===== src/rtl/sap_pkg.sv =====
// -----------------------------------------------------------------------------
// sap_pkg
// Shared definitions for the SAP 8-bit core: sequencer state encoding, opcode
// and step widths, the opcode map shared with instruction_decoder, and a helper
// that turns a decoder step count into the index of the last EXEC step.
// -----------------------------------------------------------------------------
package sap_pkg;

   localparam int OPC_W  = 4;
   localparam int STEP_W = 2;

   // Sequencer states; IDLE is encoded as zero so a cleared register is IDLE.
   typedef enum logic [2:0] {
      ST_IDLE   = 3'd0,
      ST_F_ADDR = 3'd1,
      ST_F_READ = 3'd2,
      ST_F_LOAD = 3'd3,
      ST_EXEC   = 3'd4
   } seq_state_t;

   // Opcode map shared with instruction_decoder.
   localparam logic [OPC_W-1:0] OP_NOP   = 4'h0;
   localparam logic [OPC_W-1:0] OP_MOV   = 4'h1;
   localparam logic [OPC_W-1:0] OP_LDI   = 4'h2;
   localparam logic [OPC_W-1:0] OP_LOAD  = 4'h3;
   localparam logic [OPC_W-1:0] OP_STORE = 4'h4;
   localparam logic [OPC_W-1:0] OP_ADD   = 4'h5;
   localparam logic [OPC_W-1:0] OP_SUB   = 4'h6;
   localparam logic [OPC_W-1:0] OP_AND   = 4'h7;
   localparam logic [OPC_W-1:0] OP_OR    = 4'h8;
   localparam logic [OPC_W-1:0] OP_XOR   = 4'h9;
   localparam logic [OPC_W-1:0] OP_JMP   = 4'hA;
   localparam logic [OPC_W-1:0] OP_JZ    = 4'hB;
   localparam logic [OPC_W-1:0] OP_JNZ   = 4'hC;
   localparam logic [OPC_W-1:0] OP_OUT   = 4'hD;
   localparam logic [OPC_W-1:0] OP_INC   = 4'hE;
   localparam logic [OPC_W-1:0] OP_DEC   = 4'hF;

   // Index of the last EXEC step for a decoder step count. A count of zero is
   // treated as one step so every instruction spends at least one EXEC cycle.
   function automatic logic [STEP_W-1:0] last_step_of(input logic [STEP_W-1:0] req);
      logic [STEP_W-1:0] res;
      if (req == 2'd0) begin
         res = 2'd0;
      end else begin
         res = req - 2'd1;
      end
      return res;
   endfunction

endpackage


===== src/rtl/retire_counter.sv =====
// -----------------------------------------------------------------------------
// retire_counter
// Free-running count of retired instructions. Wraps from all-ones to zero.
// Ports:
//   clk      in   clock, rising edge
//   clr_i    in   synchronous clear (highest priority)
//   inc_i    in   increment enable for this cycle
//   count_o  out  CNT_W current count
// -----------------------------------------------------------------------------
module retire_counter #(
   parameter int CNT_W = 16
) (
   input  logic             clk,
   input  logic             clr_i,
   input  logic             inc_i,
   output logic [CNT_W-1:0] count_o
);

   logic [CNT_W-1:0] count_q;
   logic [CNT_W-1:0] count_d;

   // Next count: increment when enabled; natural overflow gives the wrap.
   always_comb begin
      count_d = count_q;
      if (inc_i) begin
         count_d = count_q + {{(CNT_W-1){1'b0}}, 1'b1};
      end else begin
         count_d = count_q;
      end
   end

   // Count register with synchronous clear.
   always_ff @(posedge clk) begin
      if (clr_i) begin
         count_q <= {CNT_W{1'b0}};
      end else begin
         count_q <= count_d;
      end
   end

   assign count_o = count_q;

endmodule


===== src/rtl/instr_sequencer.sv =====
// -----------------------------------------------------------------------------
// instr_sequencer
// Fetch/execute sequencer for the SAP 8-bit core. Runs the three-cycle fetch,
// holds the instruction register and presents opcode/operand, fetch_complete
// and the micro-step index to the instruction decoder. The decoder owns the PC.
//
// Ports:
//   clk              in   clock, rising edge
//   rst_n            in   synchronous active-low reset
//   run              in   execute program; sampled in IDLE and at instruction end
//   mem_data         in   DATA_W RAM read data (valid while in F_LOAD)
//   steps_required   in   2  decoder step count for the current opcode
//   ss_mode          in   1  single-step mode        (SEQ_SINGLE_STEP_EN only)
//   ss_pulse         in   1  single-step advance     (SEQ_SINGLE_STEP_EN only)
//   fetch_pc_to_mar  out  load MAR from PC (F_ADDR)
//   fetch_ram_read   out  RAM read strobe (F_READ)
//   fetch_complete   out  high for every EXEC cycle
//   step             out  2  micro-step index within EXEC, 0-based, never 3
//   opcode           out  4  IR[DATA_W-1:DATA_W-4]
//   operand          out  DATA_W-4 IR[DATA_W-5:0]
//   busy             out  state != IDLE
//   instr_count      out  CNT_W retired instruction count (wraps)
//
// Configuration macro: SEQ_SINGLE_STEP_EN adds ss_mode/ss_pulse. With ss_mode=1
// the machine holds state, step and IR except on cycles with ss_pulse=1.
// -----------------------------------------------------------------------------
module instr_sequencer
   import sap_pkg::*;
#(
   parameter int DATA_W = 8,
   parameter int CNT_W  = 16
) (
   input  logic                clk,
   input  logic                rst_n,
   input  logic                run,
   input  logic [DATA_W-1:0]   mem_data,
   input  logic [STEP_W-1:0]   steps_required,
`ifdef SEQ_SINGLE_STEP_EN
   input  logic                ss_mode,
   input  logic                ss_pulse,
`endif
   output logic                fetch_pc_to_mar,
   output logic                fetch_ram_read,
   output logic                fetch_complete,
   output logic [STEP_W-1:0]   step,
   output logic [OPC_W-1:0]    opcode,
   output logic [DATA_W-5:0]   operand,
   output logic                busy,
   output logic [CNT_W-1:0]    instr_count
);

   seq_state_t          state_q, state_d;
   logic [DATA_W-1:0]   ir_q, ir_d;
   logic [STEP_W-1:0]   step_q, step_d;
   logic [STEP_W-1:0]   last_step_q, last_step_d;

   logic                advance_s;
   logic [STEP_W-1:0]   eff_last_s;
   logic                is_last_s;
   logic                retire_s;

`ifdef SEQ_SINGLE_STEP_EN
   assign advance_s = (~ss_mode) | ss_pulse;
`else
   assign advance_s = 1'b1;
`endif

   // Step 0 takes the live decoder count; later steps use the value latched at
   // step 0 so mid-instruction changes of steps_required have no effect.
   always_comb begin
      eff_last_s = last_step_q;
      if (step_q == 2'd0) begin
         eff_last_s = last_step_of(steps_required);
      end else begin
         eff_last_s = last_step_q;
      end
   end

   assign is_last_s = (state_q == ST_EXEC) && (step_q == eff_last_s);
   assign retire_s  = advance_s && is_last_s;

   // Next-state logic; a held single-step cycle keeps every register unchanged.
   always_comb begin
      state_d     = state_q;
      ir_d        = ir_q;
      step_d      = step_q;
      last_step_d = last_step_q;
      if (advance_s) begin
         case (state_q)
            ST_IDLE: begin
               if (run) begin
                  state_d = ST_F_ADDR;
               end else begin
                  state_d = ST_IDLE;
               end
            end
            ST_F_ADDR: begin
               state_d = ST_F_READ;
            end
            ST_F_READ: begin
               state_d = ST_F_LOAD;
            end
            ST_F_LOAD: begin
               state_d = ST_EXEC;
               ir_d    = mem_data;
               step_d  = 2'd0;
            end
            ST_EXEC: begin
               if (step_q == 2'd0) begin
                  last_step_d = eff_last_s;
               end else begin
                  last_step_d = last_step_q;
               end
               if (is_last_s) begin
                  step_d = 2'd0;
                  if (run) begin
                     state_d = ST_F_ADDR;
                  end else begin
                     state_d = ST_IDLE;
                  end
               end else begin
                  step_d  = step_q + 2'd1;
                  state_d = ST_EXEC;
               end
            end
            default: begin
               state_d     = ST_IDLE;
               step_d      = 2'd0;
               last_step_d = 2'd0;
            end
         endcase
      end else begin
         state_d     = state_q;
         ir_d        = ir_q;
         step_d      = step_q;
         last_step_d = last_step_q;
      end
   end

   // State, IR and step registers with synchronous active-low reset.
   always_ff @(posedge clk) begin
      if (!rst_n) begin
         state_q     <= ST_IDLE;
         ir_q        <= {DATA_W{1'b0}};
         step_q      <= 2'd0;
         last_step_q <= 2'd0;
      end else begin
         state_q     <= state_d;
         ir_q        <= ir_d;
         step_q      <= step_d;
         last_step_q <= last_step_d;
      end
   end

   // Moore control outputs decoded from the state register only.
   always_comb begin
      fetch_pc_to_mar = 1'b0;
      fetch_ram_read  = 1'b0;
      fetch_complete  = 1'b0;
      busy            = 1'b1;
      case (state_q)
         ST_IDLE:   busy            = 1'b0;
         ST_F_ADDR: fetch_pc_to_mar = 1'b1;
         ST_F_READ: fetch_ram_read  = 1'b1;
         ST_F_LOAD: busy            = 1'b1;
         ST_EXEC:   fetch_complete  = 1'b1;
         default:   busy            = 1'b0;
      endcase
   end

   assign step    = step_q;
   assign opcode  = ir_q[DATA_W-1 -: OPC_W];
   assign operand = ir_q[DATA_W-5:0];

   retire_counter #(
      .CNT_W (CNT_W)
   ) u_retire_counter (
      .clk     (clk),
      .clr_i   (~rst_n),
      .inc_i   (retire_s),
      .count_o (instr_count)
   );

endmodule


===== config.mk =====
export PLATFORM = sky130hd
export DESIGN_NAME = instr_sequencer
export DESIGN_NICKNAME = d
export VERILOG_FILES = /design/src/rtl/sap_pkg.sv /design/src/rtl/retire_counter.sv /design/src/rtl/instr_sequencer.sv
export SDC_FILE = /design/constraint.sdc
export NUM_CORES = 1
export LEC_CHECK = 0
export ABC_AREA = 1
export CAP_MARGIN = 20
export CORE_MARGIN = 10
export CORE_UTILIZATION = 45
export CTS_BUF_LIST = sky130_fd_sc_hd__clkbuf_8
export DETAILED_ROUTE_END_ITERATION = 10
export HOLD_SLACK_MARGIN = 0.12
export PLACE_DENSITY = 0.75
export REMOVE_ABC_BUFFERS = 1
export SLEW_MARGIN = 20
export SYNTH_ARGS = -nofsm -noshare
export SYNTH_HDL_FRONTEND = slang
export SYNTH_SLANG_ARGS = --single-unit

===== constraint.sdc =====
create_clock -name clk -period 1.5 [get_ports clk]
set_clock_uncertainty 0.05 [all_clocks]
set_input_delay 0.3 -clock clk [delete_from_list [all_inputs] [get_ports clk]]
set_output_delay 0.3 -clock clk [all_outputs]
set_load 0.05 [all_outputs]

# Word-level counts from Yosys, hierarchy flattened
# Index checks and enable logic that the tools add are counted.
# word_totals
register_bits	31
elab_cells	36
# classes
n_addsub	3
n_eq_ne	6
n_mux	13
bitwise_logic	1
reduce_logical	8
# op_table
cell	n
16-bit by 1-bit adder with 16-bit output (second input constant)	1
3-bit one-hot mux with 5 select lines	1
2-bit 2-to-1 mux	4
2-bit one-hot mux with 2 select lines	2
4-bit OR reduction	2
3-bit by 2-bit == test with 1-bit output (second input constant)	2
1-bit 2-to-1 mux	5
2-bit zero test	2
3-bit by 1-bit == test with 1-bit output (second input constant)	1
3-bit == test (second input constant)	1
3-bit zero test	1
3-bit 2-to-1 mux	1
3-bit OR reduction	1
2-bit by 1-bit adder with 2-bit output (second input constant)	1
2-bit == test	1
2-bit by 1-bit inequality test with 1-bit output (second input constant)	1
2-bit AND reduction	1
2-bit by 1-bit subtractor with 2-bit output (second input constant)	1
1-bit logical AND	1
1-bit NOT	1

# Longest topological paths before layout
# Gate-level depths: netlist of the first run.
# depth
ltp_word	7
ltp_mapped	12

# Cells and area by module
# From an unflattened synthesis of the first run, not the netlist that was laid out.
# hier_totals
cells_unflattened	222
area_unflattened_um2	1542.7
# modules_own_cells
module	instances	cells_per_inst	area_per_inst_um2	seq_area_each_um2
retire_counter	1	126	847.1	320.3
instr_sequencer	1	96	695.7	300.3

# Worst setup path before layout of the first run
# OpenSTA, ideal clock, no wires.
# synth_path
path_type	register -> output
from	reg state_q[1]
to	out busy
t_arrival_ps	2184
setup_slack_ps	-1034
path_stages_with_launch	7
n_path_buf	0
cell_sequence	dfxtp_1 inv_2 nor3_1 inv_1 o21ai_0 inv_1 nand3_1
# synth_between
elab_chain_cells	3
# synth_rtl
element	line	source
from (decl)	instr_sequencer.sv:52	seq_state_t state_q, state_d;
from (signal assigned)	instr_sequencer.sv:148	state_q <= state_d;
3-bit == test (tied with other cells)	instr_sequencer.sv:161	case (state_q)
4-bit OR reduction (no line) (*)	-	
1-bit 2-to-1 mux (*)	instr_sequencer.sv:161	
to (decl)	instr_sequencer.sv:48	output logic busy,
# Mark *: on every way between the ends. The rest lies on a longest branch, timed or not.

# Worst setup path in the final report of the first run
# layout_path
from	reg u_retire_counter.count_q[2], in the netlist u_retire_counter.count_o[2]
to	reg u_retire_counter.count_q[9], in the netlist u_retire_counter.count_o[9]
# layout_between
elab_chain_cells	1
# layout_rtl
element	line	source
from (decl)	retire_counter.sv:19	logic [CNT_W-1:0] count_q;
from (signal assigned)	retire_counter.sv:35	count_q <= {CNT_W{1'b0}};
from (signal assigned)	retire_counter.sv:37	count_q <= count_d;
16-bit by 1-bit adder with 16-bit output	retire_counter.sv:26	count_d = count_q + {{(CNT_W-1){1'b0}}, 1'b1};
# No other way between the ends.
# A chain may end at the register's enable or synchronous reset.

==> flow_metrics.tcl, run 1 <==
set metrics [dict create \
    cts_tree "done" \
    setup_slack_ns -0.171 \
    power_frac_clock 0.399 \
    path_max_fanout 4 \
    hold_viol 0 \
    clock_latency_ns 0.30 \
    via_count 2056 \
    start_util 0.462 \
    rsz0062_at_grt "yes" \
    yosys.area.top_type "dfxtp_1" \
    crit_required_ns 1.63 \
    drt_wl_total_um 6750 \
    p_per_area_nw_per_um2 702 \
    io_pins 43 \
    drcViolationCount 0 \
    core_area_um2 3630 \
    antennaDiodeCount 0 \
    dr.pass1.iters 4 \
    antenna_found_initial 0 \
    leakagePower_nw 1.35 \
    row_count 22 \
    postLayoutCellArea_um2 3140 \
    grt-busiest-layer "met2" \
    dp_hpwl_um 3750 \
    crit_arrival_ns 1.81 \
    maxCapViolations 0 \
    grt_first_pass_wirelength_um 9580 \
    place.gp.congestion 0.817 \
    drv_slew 0 \
    sw_frac_of_total 0.277 \
    clock_path_buffers 2 \
    drive_above_1_share 0.486 \
    drt_iter0_markers 196 \
    dieWidth_um 81.1 \
    path_clk_slew_ns 0.08 \
    synth-edff-count 0 \
    cp-end-kind "flop" \
    syn_inst 236 \
    grt_max_degree 12 \
    avgSynthCellArea_um2 7.11 \
    cts_buffers 5 \
    die_h_um 81.1 \
    yosys_warnings 0 \
    postRouteAntennaNets 0 \
    status "finished with violations" \
    total_power_w 0.00220 \
    setup_viol 20 \
    max_freq_ghz 0.599 \
    relSlewSlack 0.755 \
    synth-main-ff-cell "dfxtp_1" \
    yosys.area.top_type_share 0.370 \
    overflow 0 \
    grt_pass1_vias 2059 \
    use_met3 0.0706 \
    h-tree-depth 2 \
    portBuffers 42 \
    synth_seq_cells 31 \
    track_usage 0.188 \
    final.fill_count 172 \
    vias_per_cell 5.51 \
    dpl_cell_area_um2 2660 \
    met1_usage 0.181 \
    ys_types 26 \
    violations "negative setup slack" \
    combPwrFrac 0.209 \
    met2_usage 0.343 \
    crit_path_start_kind "flop" \
    power_frac_seq 0.392 \
    synth_seq_area_share 0.370 \
    syn_area_um2 1680 \
    synth_async_sr_flop_share 0 \
    wl_per_cell_um 18.1 \
    fin_crit_sh 1.11 \
    period_needed_ns 1.67 \
    internal-power_w 0.00159 \
    worstSetupPathType "flop to flop" \
    synth_area_leaders "dfxtp_1 37%, nand2_1 13%, nor2_1 7.2%" \
    nNetsFinal 339 \
    holdBufCountCts 0 \
    ir_worst_vdd_v 0.000691 \
    switchingPower_w 0.000611 \
    hold_class "input pin to flop" \
    mostFrequentLayoutCell "nand2_1" \
    root_buffer "clkbuf_8" \
    area.growth.synth_to_final_pct 87.3 \
    fp.dieArea_um2 6570 \
    tightest_slew_ns 0.364 \
    clkSinkCount 31 \
    mostFrequentLayoutCells "48 x nand2_1, 38 x buf_4, 32 x buf_12" \
]
## critical path, stage by stage (launching register included)
cell and delay [ns]:
dfxtp_1 0.39, nand3_1 0.17, inv_1 0.15, nand2_1 0.11
nor3_2 0.24, nand2_1 0.14, o21ai_0 0.22, nor2_1 0.08
## power by group through the flow
stage | Clock [W] | Combinational, W | Sequential, W
global placement | 0 | 0.000364 | 0.000875
floorplan | 0 | 0.000142 | 0.000907
global route | 0.000923 | 0.000481 | 0.000865
CTS | 0.000866 | 0.000395 | 0.000860
detailed placement | 0 | 0.000369 | 0.000876
finish | 0.000880 | 0.000460 | 0.000865
## stage by stage
step | util | instances | worst slack [ns] | hold WS, ns | TNS (ns)
floorplan | - | 231 | -1.03 | 0.348 | -13.05
global placement | 0.731 | 352 | -0.310 | 0.420 | -5.02
detailed placement | 0.731 | 352 | -0.392 | 0.429 | -6.42
CTS | 0.805 | 367 | -0.136 | 0.439 | -0.901
global route | 0.865 | 373 | -0.249 | 0.367 | -3.80
finish | 0.865 | 373 | -0.171 | 0.340 | -2.34
## sequential cells by signal (all words and copies together) (netlist names)
name,count
ir_q,8
last_step_q,2
state_q,3
step,2
u_retire_counter.count_o,16
## synthesized netlist by cell type, drive strengths merged (3+ instances only)
cell and count:
nand3 14, nand2 72, nor2 34, inv 22
o21ai 13, nand4 5, xnor2 5, xor2 5
a21oi 22, nor3 3, dfxtp 31, buf 3
## kinds of logic after synthesis
logic type | count (synthesis) | synth area share
XOR/XNOR | 10 | 0.0522
AO/OA/AOI/OAI | 35 | 0.127
AND/OR/NAND/NOR | 130 | 0.365
buffers and inverters | 28 | 0.0716
flip-flops | 31 | 0.370
adder cells (fa/ha/maj) | 2 | 0.0149
## cell type report
type,count,area [um2],area share
multi-input cells,177,1130,0.361
repair buffers,86,1110,0.353
flip-flops and latches,31,628,0.200
inverters,23,92.6,0.0295
clock buffers,6,82.6,0.0263
well taps,48,60.1,0.0191
clock inverters,2,35.0,0.0111
## metal layers
layer,vias up,wire [um],part of all wire
li1,927,-,-
met1,969,2260,0.33
met2,115,3550,0.53
met3,45,589,0.087
met4,0,357,0.053
met5,-,0,0
## path summary, 6_finish.rpt
check / start / end / slack (ns) / cells after the start
setup reg to reg: u_retire_counter.count_o[2]$_SDFFE_PN0P_ / u_retire_counter.count_o[9]$_SDFFE_PN0P_ / -0.17 / 7
hold reg to reg: last_step_q[1]$_SDFFE_PN0P_ / last_step_q[1]$_SDFFE_PN0P_ / 0.46 / 2
setup / recovery: u_retire_counter.count_o[2]$_SDFFE_PN0P_ / u_retire_counter.count_o[9]$_SDFFE_PN0P_ / -0.17 / 7
hold / removal: steps_required[0] / last_step_q[1]$_SDFFE_PN0P_ / 0.34 / 3
## what timing repair did
item / in CTS / in global routing
gates resized for setup: 26 / 40
setup endpoints to repair: 22 / 24
setup buffers: 7 / 7
pin swaps: 7 / 19
cloned: 1 / 0
(Power assumes the default switching activity.)
==> run 2: changes to the inputs <==
CORE_UTILIZATION = 50   (was 45)
PLACE_DENSITY = 0.79   (was 0.75)
clock period = 1.6 ns   (was 1.5 ns; I/O delays follow)
==> run 2 against run 1 <==
  * The run still ends with negative setup slack left
  * Sequential power down 6.1%
  * Clock-buffer cell count is 1 lower
  * Critical path depth is 4 higher
  * Cell area decreased by 6.6%
  * Critical path type unchanged
  * Critical endpoint is now u_retire_counter.count_o[5]$_SDFFE_PN0P_
==> flow_metrics.tcl, run 2 (synthesis gave the netlist of run 1 again) <==
set metrics [dict create \
    path_clk_slew_ns 0.07 \
    antennaDiodeCount 0 \
    fin_crit_sh 1.07 \
    dr.pass1.iters 7 \
    largest_reg_flops 16 \
    core_area_um2 3130 \
    mostFrequentLayoutCell "nand2_1" \
    rsz0062_at_grt "yes" \
    worstSetupPathType "flop to flop" \
    relSlewSlack 0.742 \
    setup_viol 21 \
    setup_tns_ns -1.51 \
    worst_path_most_repeated_cell "nand2_2" \
    wl_per_cell_um 20.0 \
    hold_end "last_step_q[1]$_SDFFE_PN0P_" \
    cts_buffers 5 \
    io_pins 43 \
    drive_above_1_share 0.448 \
    dieWidth_um 77.9 \
    r2r-end "u_retire_counter.count_o[5]$_SDFFE_PN0P_" \
    status "finished with violations" \
    violations "negative setup slack" \
    h-tree-depth 2 \
    max_stage_delay_ns 0.33 \
    via_count 2101 \
    grt_max_degree 12 \
    clkSinkCount 31 \
    crit_path_top_delay_cell "dfxtp_2" \
    dpl_cell_area_um2 2630 \
    clock_latency_ns 0.29 \
    cp-end-kind "flop" \
    crit_required_ns 1.77 \
    start_util 0.536 \
    antenna_found_initial 0 \
    drcViolationCount 0 \
    overflow 0 \
    cts_tree "done" \
    tightest_slew_ns 0.383 \
    portBuffers 42 \
    max_freq_ghz 0.585 \
    cpLargestDelayFamily "simple AND/OR/NAND/NOR gates" \
    crit_path_start_kind "flop" \
    track_usage 0.180 \
    reg2reg_depth 11 \
    vias_per_cell 5.85 \
    ff2ff_setup_slack_ns -0.11 \
    path_max_fanout 8 \
    ir_worst_vdd_v 0.000496 \
    drt_iter0_markers 213 \
    leakagePower_nw 1.24 \
    fp.dieArea_um2 6070 \
    grt_first_pass_wirelength_um 9030 \
    hold_class "input pin to flop" \
    utilization 0.938 \
    maxCapViolations 0 \
    setup_slack_ns -0.110 \
    drv_slew 0 \
    worstHoldStart "steps_required[0]" \
    mostFrequentLayoutCells "49 x nand2_1, 32 x buf_12, 31 x buf_4" \
    die_h_um 77.9 \
    postRouteAntennaNets 0 \
    period_needed_ns 1.71 \
    crit-reg2reg-launch "step[1]$_SDFFE_PN0N_" \
    cp_cell_sequence "inv_2, ha_4, nand3_2, nand2_2, nand2_2, nand2_4, nand2_4, nor2_8, buf_12, nand2_2, a21oi_2" \
    area.growth.synth_to_final_pct 74.9 \
    hold_viol 0 \
    postLayoutCellArea_um2 2930 \
    crit_arrival_ns 1.88 \
    nNetsFinal 329 \
    grt_pass1_vias 1956 \
    holdPathStages 3 \
    root_buffer "clkbuf_8" \
    dp_hpwl_um 3920 \
    p_per_area_nw_per_um2 614 \
    place.gp.congestion 0.914 \
    clock_path_buffers 2 \
    drt_wl_total_um 7190 \
    cp_num_buf_inv 2 \
    row_count 20 \
]
-- run 2: changes by cell type in the layout (fill, tap and decap cells not counted), sizes merged --
cell and delta:
bufinv -1, clkinv -1, inv +3, buf -9, clkbuf -2
-- run 2: area by class of cell --
class / count / area, um2
Fill cell: 90 / 194
Tap cell: 44 / 55.1
Inverter: 23 / 93.8
Multi-Input combinational cell: 177 / 1060
Clock buffer: 5 / 68.8
Clock inverter: 3 / 12.5
Sequential cell: 31 / 637
Timing Repair Buffer: 76 / 1010
-- run 2: worst register-to-register path: stages (launching register included) --
cell and delay [ns]:
dfxtp_2 0.33, inv_2 0.08, ha_4 0.20, nand3_2 0.14, nand2_2 0.10, nand2_2 0.07
nand2_4 0.09, nand2_4 0.07, nor2_8 0.15, buf_12 0.15, nand2_2 0.07, a21oi_2 0.13
-- run 2: what timing repair did --
item,CTS,global route
resized for setup,12,41
hold buffers,0,0
endpoints found under the hold margin,0,0
pin swaps,1,13
endpoints found under the setup margin,17,22
buffers inserted,1,8
-- run 2: where the power goes --
part           leakage [nW]  switching [W]  internal, W
Clock                0.0505       0.000298     0.000292
Sequential            0.254      0.0000230     0.000789
Combinational         0.935       0.000224     0.000177
Total                  1.24       0.000545      0.00126
-- run 2: through the flow --
step	setup WS, ns	power, W	hold slack (ns)	cells
2_1_floorplan	-0.954	0.000983	0.368	231
3_3_place_gp	-0.178	0.00116	0.420	342
3_5_place_dp	-0.234	0.00117	0.431	342
4_1_cts	-0.0851	0.00175	0.440	351
5_1_grt	-0.184	0.00184	0.409	359
6_report	-0.110	0.00180	0.407	359
-- run 2: how the worst max path moves through the flow --
stage,startpoint,to,slack [ns],depth (start not counted)
after floorplan,state_q[1]$_SDFF_PN0_,busy,-0.95,6
after global placement,steps_required[1],u_retire_counter.count_o[12]$_SDFFE_PN0P_,-0.18,10
after detailed placement,steps_required[1],u_retire_counter.count_o[9]$_SDFFE_PN0P_,-0.23,11
after CTS,state_q[1]$_SDFF_PN0_,busy,-0.09,7
after global routing,u_retire_counter.count_o[1]$_SDFFE_PN0P_,u_retire_counter.count_o[9]$_SDFFE_PN0P_,-0.18,7
final,step[1]$_SDFFE_PN0N_,u_retire_counter.count_o[5]$_SDFFE_PN0P_,-0.11,11
-- run 2: layer usage --
layer | GRT usage | share of wire | up-vias
met2 | 0.328 | 0.49 | 157
met5 | 0 | 0 | -
met3 | 0.0657 | 0.093 | 56
li1 | - | - | 919
met1 | 0.184 | 0.36 | 969
met4 | 0.0681 | 0.058 | 0
